$ cat config.mk
export PLATFORM = sky130hd
export DESIGN_NAME = lc3_fetch_queue
export DESIGN_NICKNAME = d
export VERILOG_FILES = /design/src/rtl/lc3_fetch_queue.sv
export SDC_FILE = /design/constraint.sdc
export NUM_CORES = 1
export LEC_CHECK = 0
export CORE_ASPECT_RATIO = 0.75
export CORE_MARGIN = 5
export CORE_UTILIZATION = 49
export DETAILED_ROUTE_END_ITERATION = 16
export PLACE_DENSITY = 0.76
export SYNTH_ARGS = -nofsm -noshare
export SYNTH_HDL_FRONTEND = slang
export SYNTH_SLANG_ARGS = --single-unit
$ cat constraint.sdc
create_clock -name clock -period 2.95 [get_ports clock]
set_input_delay 0.59 -clock clock [delete_from_list [all_inputs] [get_ports clock]]
set_output_delay 0.59 -clock clock [all_outputs]
set_load 0.02 [all_outputs]
$ cat src/rtl/lc3_fetch_queue.sv
`default_nettype none
// ============================================================================
// Module  : lc3_fetch_queue
// Brief   : LC-3 fetch stage with a DEPTH-entry in-order prefetch queue and
//           taken-branch redirect/flush. Optional macro FETCH_QUEUE_BYPASS_EN
//           forwards a response straight to decode when the queue is empty.
// Revision: 1.0 - initial release
// ============================================================================
module lc3_fetch_queue #(
  parameter int          ADDR_W   = 16,
  parameter int          DATA_W   = 16,
  parameter int          DEPTH    = 4,
  parameter int unsigned RESET_PC = 32'h3000
) (
  input  logic                       clock,
  input  logic                       reset,
  input  logic                       enable_fetch,
  input  logic                       enable_updatePC,
  input  logic [ADDR_W-1:0]          taddr,
  input  logic                       br_taken,
  output logic                       imem_req,
  output logic [ADDR_W-1:0]          imem_addr,
  input  logic                       imem_rvalid,
  input  logic [DATA_W-1:0]          imem_rdata,
  output logic                       out_valid,
  input  logic                       out_ready,
  output logic [DATA_W-1:0]          out_instr,
  output logic [ADDR_W-1:0]          out_pc,
  output logic [ADDR_W-1:0]          out_npc,
  output logic [$clog2(DEPTH):0]     q_count
);

  localparam int                c_ptr_w    = $clog2(DEPTH);
  localparam int                c_cnt_w    = c_ptr_w + 1;
  localparam logic [c_cnt_w-1:0] c_depth   = c_cnt_w'(DEPTH);
  localparam logic [ADDR_W-1:0]  c_reset_pc = ADDR_W'(RESET_PC);

  logic [ADDR_W-1:0]  r_fpc;
  logic [ADDR_W-1:0]  r_pend_pc;
  logic               r_pending;
  logic               r_drop;
  logic [c_ptr_w-1:0] r_rd_ptr;
  logic [c_ptr_w-1:0] r_wr_ptr;
  logic [c_cnt_w-1:0] r_count;
  logic [DATA_W-1:0]  r_q_instr [DEPTH];
  logic [ADDR_W-1:0]  r_q_pc    [DEPTH];

  logic               w_redirect;
  logic               w_empty;
  logic               w_resp;
  logic               w_issue;
  logic               w_bypass;
  logic               w_push;
  logic               w_pop;
  logic               w_valid;
  logic [DATA_W-1:0]  w_instr;
  logic [ADDR_W-1:0]  w_pc;

  always_comb begin
    w_redirect = enable_updatePC && br_taken;
    w_empty    = (r_count == '0);
    w_resp     = imem_rvalid && r_pending;
    // Reset gating keeps the read strobe low while reset is held.
    w_issue    = !reset && enable_fetch && !w_redirect && !r_pending && (r_count < c_depth);
`ifdef FETCH_QUEUE_BYPASS_EN
    w_bypass   = w_empty && w_resp && !r_drop && !w_redirect;
`else
    w_bypass   = 1'b0;
`endif
    w_push     = w_resp && !r_drop && !w_redirect && !(w_bypass && out_ready);
    w_pop      = !w_empty && out_ready && !w_redirect;
    w_valid    = !w_empty || w_bypass;
    w_instr    = '0;
    w_pc       = '0;
    if (!w_empty) begin
      w_instr = r_q_instr[r_rd_ptr];
      w_pc    = r_q_pc[r_rd_ptr];
    end else if (w_bypass) begin
      w_instr = imem_rdata;
      w_pc    = r_pend_pc;
    end
  end

  assign imem_req  = w_issue;
  assign imem_addr = w_issue ? r_fpc : '0;
  assign out_valid = w_valid;
  assign out_instr = w_instr;
  assign out_pc    = w_pc;
  assign out_npc   = w_valid ? (w_pc + ADDR_W'(1)) : '0;
  assign q_count   = r_count;

  always_ff @(posedge clock) begin
    if (w_push) begin
      r_q_instr[r_wr_ptr] <= imem_rdata;
      r_q_pc[r_wr_ptr]    <= r_pend_pc;
    end
  end

  always_ff @(posedge clock or posedge reset) begin
    if (reset) begin
      r_fpc     <= c_reset_pc;
      r_pend_pc <= '0;
      r_pending <= 1'b0;
      r_drop    <= 1'b0;
      r_rd_ptr  <= '0;
      r_wr_ptr  <= '0;
      r_count   <= '0;
    end else if (w_redirect) begin
      r_fpc    <= taddr;
      r_rd_ptr <= '0;
      r_wr_ptr <= '0;
      r_count  <= '0;
      // A response landing in the redirect cycle retires the read; only a
      // read still in flight afterwards needs to be marked stale.
      r_pending <= r_pending && !imem_rvalid;
      r_drop    <= r_pending && !imem_rvalid;
    end else begin
      if (w_issue) begin
        r_fpc     <= r_fpc + ADDR_W'(1);
        r_pend_pc <= r_fpc;
        r_pending <= 1'b1;
      end
      if (w_resp) begin
        r_pending <= 1'b0;
        r_drop    <= 1'b0;
      end
      if (w_push) r_wr_ptr <= r_wr_ptr + c_ptr_w'(1);
      if (w_pop)  r_rd_ptr <= r_rd_ptr + c_ptr_w'(1);
      case ({w_push, w_pop})
        2'b10:   r_count <= r_count + c_cnt_w'(1);
        2'b01:   r_count <= r_count - c_cnt_w'(1);
        default: r_count <= r_count;
      endcase
    end
  end

endmodule
`default_nettype wire

==> impl_metrics.env <==
export IMPL_outcome="complete, but fails checks"
export IMPL_violations="setup timing"
export IMPL_r2r_end="q_count[2]"
export IMPL_hp_class="register to register"
export IMPL_htree_levels=4
export IMPL_clock_latency_ns=0.43
export IMPL_setup_viol=13
export IMPL_holdPathStages=0
export IMPL_path_class="register to primary output"
export IMPL_synthAdderAreaFrac=0.0129
export IMPL_clk_pin_slew_ns=0.07
export IMPL_wl_mm=17.2
export IMPL_overflow=0
export IMPL_pre_cts_ws_ns=-0.458
export IMPL_synth_edf_count=128
export IMPL_reg2regPathDepth=9
export IMPL_netlist_instances=478
export IMPL_cap_violations=0
export IMPL_avgRoutedWirePerCell_microns=19.7
export IMPL_synthTopCellsByArea="edfxtp_1 52%, dfrtp_1 13%, mux4_2 8.3%"
export IMPL_core_sq_mm=0.0146
export IMPL_hold_viol=0
export IMPL_final_util=0.678
export IMPL_synth_top_family_by_area="simple AND/OR/NAND/NOR gates"
export IMPL_grtUsageTotal=0.205
export IMPL_port_buffer_count=107
export IMPL_min_from="r_pend_pc[8]"
export IMPL_cts_buffer_depth=2
export IMPL_timing_final_ws_setup_ns=-0.357
export IMPL_fin_nets=709
export IMPL_antenna_found_initial=0
export IMPL_reg2reg_setup_slack_ns=0.65
export IMPL_top_usage_layer="met2"
export IMPL_drtAntennaViolNets=0
export IMPL_tightest_slew_ns=0.527
export IMPL_grt_use_met3=0.0566
export IMPL_drive_above_1_share=0.296
export IMPL_use_met2=0.320
export IMPL_numCtsBuffers=17
export IMPL_num_rows=38
export IMPL_yosys_cell_types_count=45
export IMPL_drv_slew=0
export IMPL_skew_ns=0.00856
export IMPL_max_slew_margin_rel=0.648
export IMPL_cp_required_ns=2.36
export IMPL_crit_fanout=11
export IMPL_peakVddDrop_uv=468
export IMPL_synth_compound_area_frac=0.0338
export IMPL_ys_ff_latch=169
export IMPL_ys_seq_area_frac=0.662
export IMPL_timing_hold_ws_ns=0.542
export IMPL_ys_async_sr_fraction=0.243
export IMPL_fp_dieH_microns=116
export IMPL_avgSynthCellArea_sq_um=15.4
export IMPL_dominantRegCellSynth="edfxtp_1"
export IMPL_netlist_area_sq_mm=0.00736
export IMPL_clock_sinks=169
export IMPL_yosys_area_share_simple=0.123
export IMPL_synth_warnings=0
export IMPL_ios=108
export IMPL_clock_fmax_ghz=0.302
export IMPL_fp_dieW_microns=152
export IMPL_fin_crit_sh=1.12
export IMPL_synth_top_area_frac=0.522
export IMPL_grt_max_degree=42
export IMPL_area_growth_pct=34.5
export IMPL_drc=0
export IMPL_start_util=0.504
export IMPL_diodes=0
export IMPL_cp_arrival_ns=2.72
export IMPL_drt_first_iter_violations=310
export IMPL_via_per_inst=5.49
export IMPL_p_total_mw=9.15
export IMPL_fin_crit_ns=3.31
export IMPL_dr_pass1_iters=5
export IMPL_place_congestion=0.874
export IMPL_powerDensity_mw_per_mm2=925
export IMPL_cp_end_kind="primary output"
export IMPL_synth_mux_area_frac=0.116
export IMPL_synth_fp_nets=524
export IMPL_grtUsageMet1=0.295
export IMPL_nFillCells=1027
export IMPL_synth_top_cell_by_area="edfxtp_1"
export IMPL_grt_pass1_wl_mm=27.2
export IMPL_via_count=4809
export IMPL_dieArea_sq_mm=0.0176
export IMPL_grt_pass1_vias=4947
export IMPL_synth_xor_area_share=0.0321
export IMPL_root_buffer="clkbuf_16"
export IMPL_cts_tree="yes"
export IMPL_leakage_nw=3.95
export IMPL_holdPathEnd="r_q_pc[0][8]"
export IMPL_rsz0062_at_grt="true"
export IMPL_startpoint_type="register"
export IMPL_place_hpwl_mm=11.2
export IMPL_worstReg2RegStart="q_count[1]"
## cells by family after synthesis
| family | Yosys count |
|---|---|
| buffers and inverters | 30 |
| and+or+nand+nor | 164 |
| muxes | 40 |
| AOI/OAI and AO/OA | 41 |
| adders and majority gates | 7 |
| DFF | 169 |
| xor gates and xnor gates | 27 |
## placed cells by master, fill, tap and decap left out, drive strengths merged, types with 5 or more instances in the layout
cell           count
clkdlybuf4s50     43
dfrtp             39
edfxtp           128
nor3               5
and3              18
o21ai             19
buf               96
xnor2             13
mux4              34
nor2              25
nand2             40
ha                 6
dlygate4sd2       44
nand3             15
clkbuf            20
inv               19
xor2              14
nor4               5
a21o              16
and2              38
nand4              5
## worst max path at each step
stage,start,end,slack [ns]
3_3_place_gp,r_rd_ptr[0],out_npc[15],-0.43
6_report,r_rd_ptr[1],out_npc[15],-0.36
4_1_cts,r_rd_ptr[0],out_npc[12],-0.35
5_1_grt,r_rd_ptr[1],out_npc[15],-0.46
2_1_floorplan,r_rd_ptr[0],out_npc[14],-0.02
3_5_place_dp,r_rd_ptr[0],out_npc[15],-0.46
## Yosys cell counts, types with 3 or more instances
| library cell | instances |
|---|---|
| edfxtp_1 | 128 |
| nand2_1 | 40 |
| dfrtp_1 | 39 |
| and2_1 | 37 |
| mux4_2 | 27 |
| nor2_1 | 25 |
| o21ai_0 | 19 |
| a21o_1 | 16 |
| and3_1 | 16 |
| clkbuf_1 | 14 |
| xor2_1 | 14 |
| nand3_1 | 13 |
| xnor2_1 | 13 |
| inv_1 | 8 |
| mux4_1 | 7 |
| ha_1 | 6 |
| nand4_1 | 5 |
| nor4_1 | 5 |
| a21oi_1 | 4 |
| nor3_1 | 4 |
| buf_6 | 3 |
| mux2_2 | 3 |
| mux2i_1 | 3 |
| or3_1 | 3 |
## worst max-delay path, cell delays in order, from the launching register on
cell,delay [ns]
dfrtp_1,0.41
buf_12,0.16
mux4_2,0.49
or4_4,0.57
buf_4,0.16
o21ai_0,0.25
a21oi_2,0.08
buf_4,0.16
## power breakdown
group / internal (mW) / switching, mW
logic: 1.83 / 1.92
clock network: 1.13 / 1.03
registers: 2.95 / 0.291
## metal layers
metal	up-vias	wire [microns]
li1	2173	-
met1	2417	7710
met2	202	8050
met3	17	1330
met4	0	138
met5	-	0
## registers in the layout, indices dropped and copies added, names as in the netlist
name / cells
r_q_instr: 64
r_q_pc: 64
r_fpc: 16
r_pend_pc: 16
q_count: 3
r_rd_ptr: 2
r_wr_ptr: 2
r_drop: 1
r_pending: 1
## layout make-up
class,count,area [sq um],area share
Clock inverter,15,150,0.0152
Sequential cell,169,4880,0.493
Clock buffer,17,425,0.0430
Tap cell,200,250,0.0253
Timing Repair Buffer,187,1720,0.174
Inverter,9,33.8,0.00341
Multi-Input combinational cell,279,2440,0.246
## stage by stage
step | setup TNS, ns | area, sq um | instances
2_1_floorplan | -0.0211 | 7430 | 478
3_3_place_gp | -3.80 | 9180 | 827
3_5_place_dp | -5.05 | 9180 | 827
4_1_cts | -2.43 | 9790 | 866
5_1_grt | -3.78 | 9900 | 876
6_report | -2.60 | 9900 | 876
## repair_timing
item	in CTS	in global routing
buffers inserted	7	10
pin swaps	14	12
setup endpoints to repair	65	19
hold buffers	0	0
resized for setup	151	28
cloned	0	0
No activity file was read; power rests on OpenSTA's default activity.
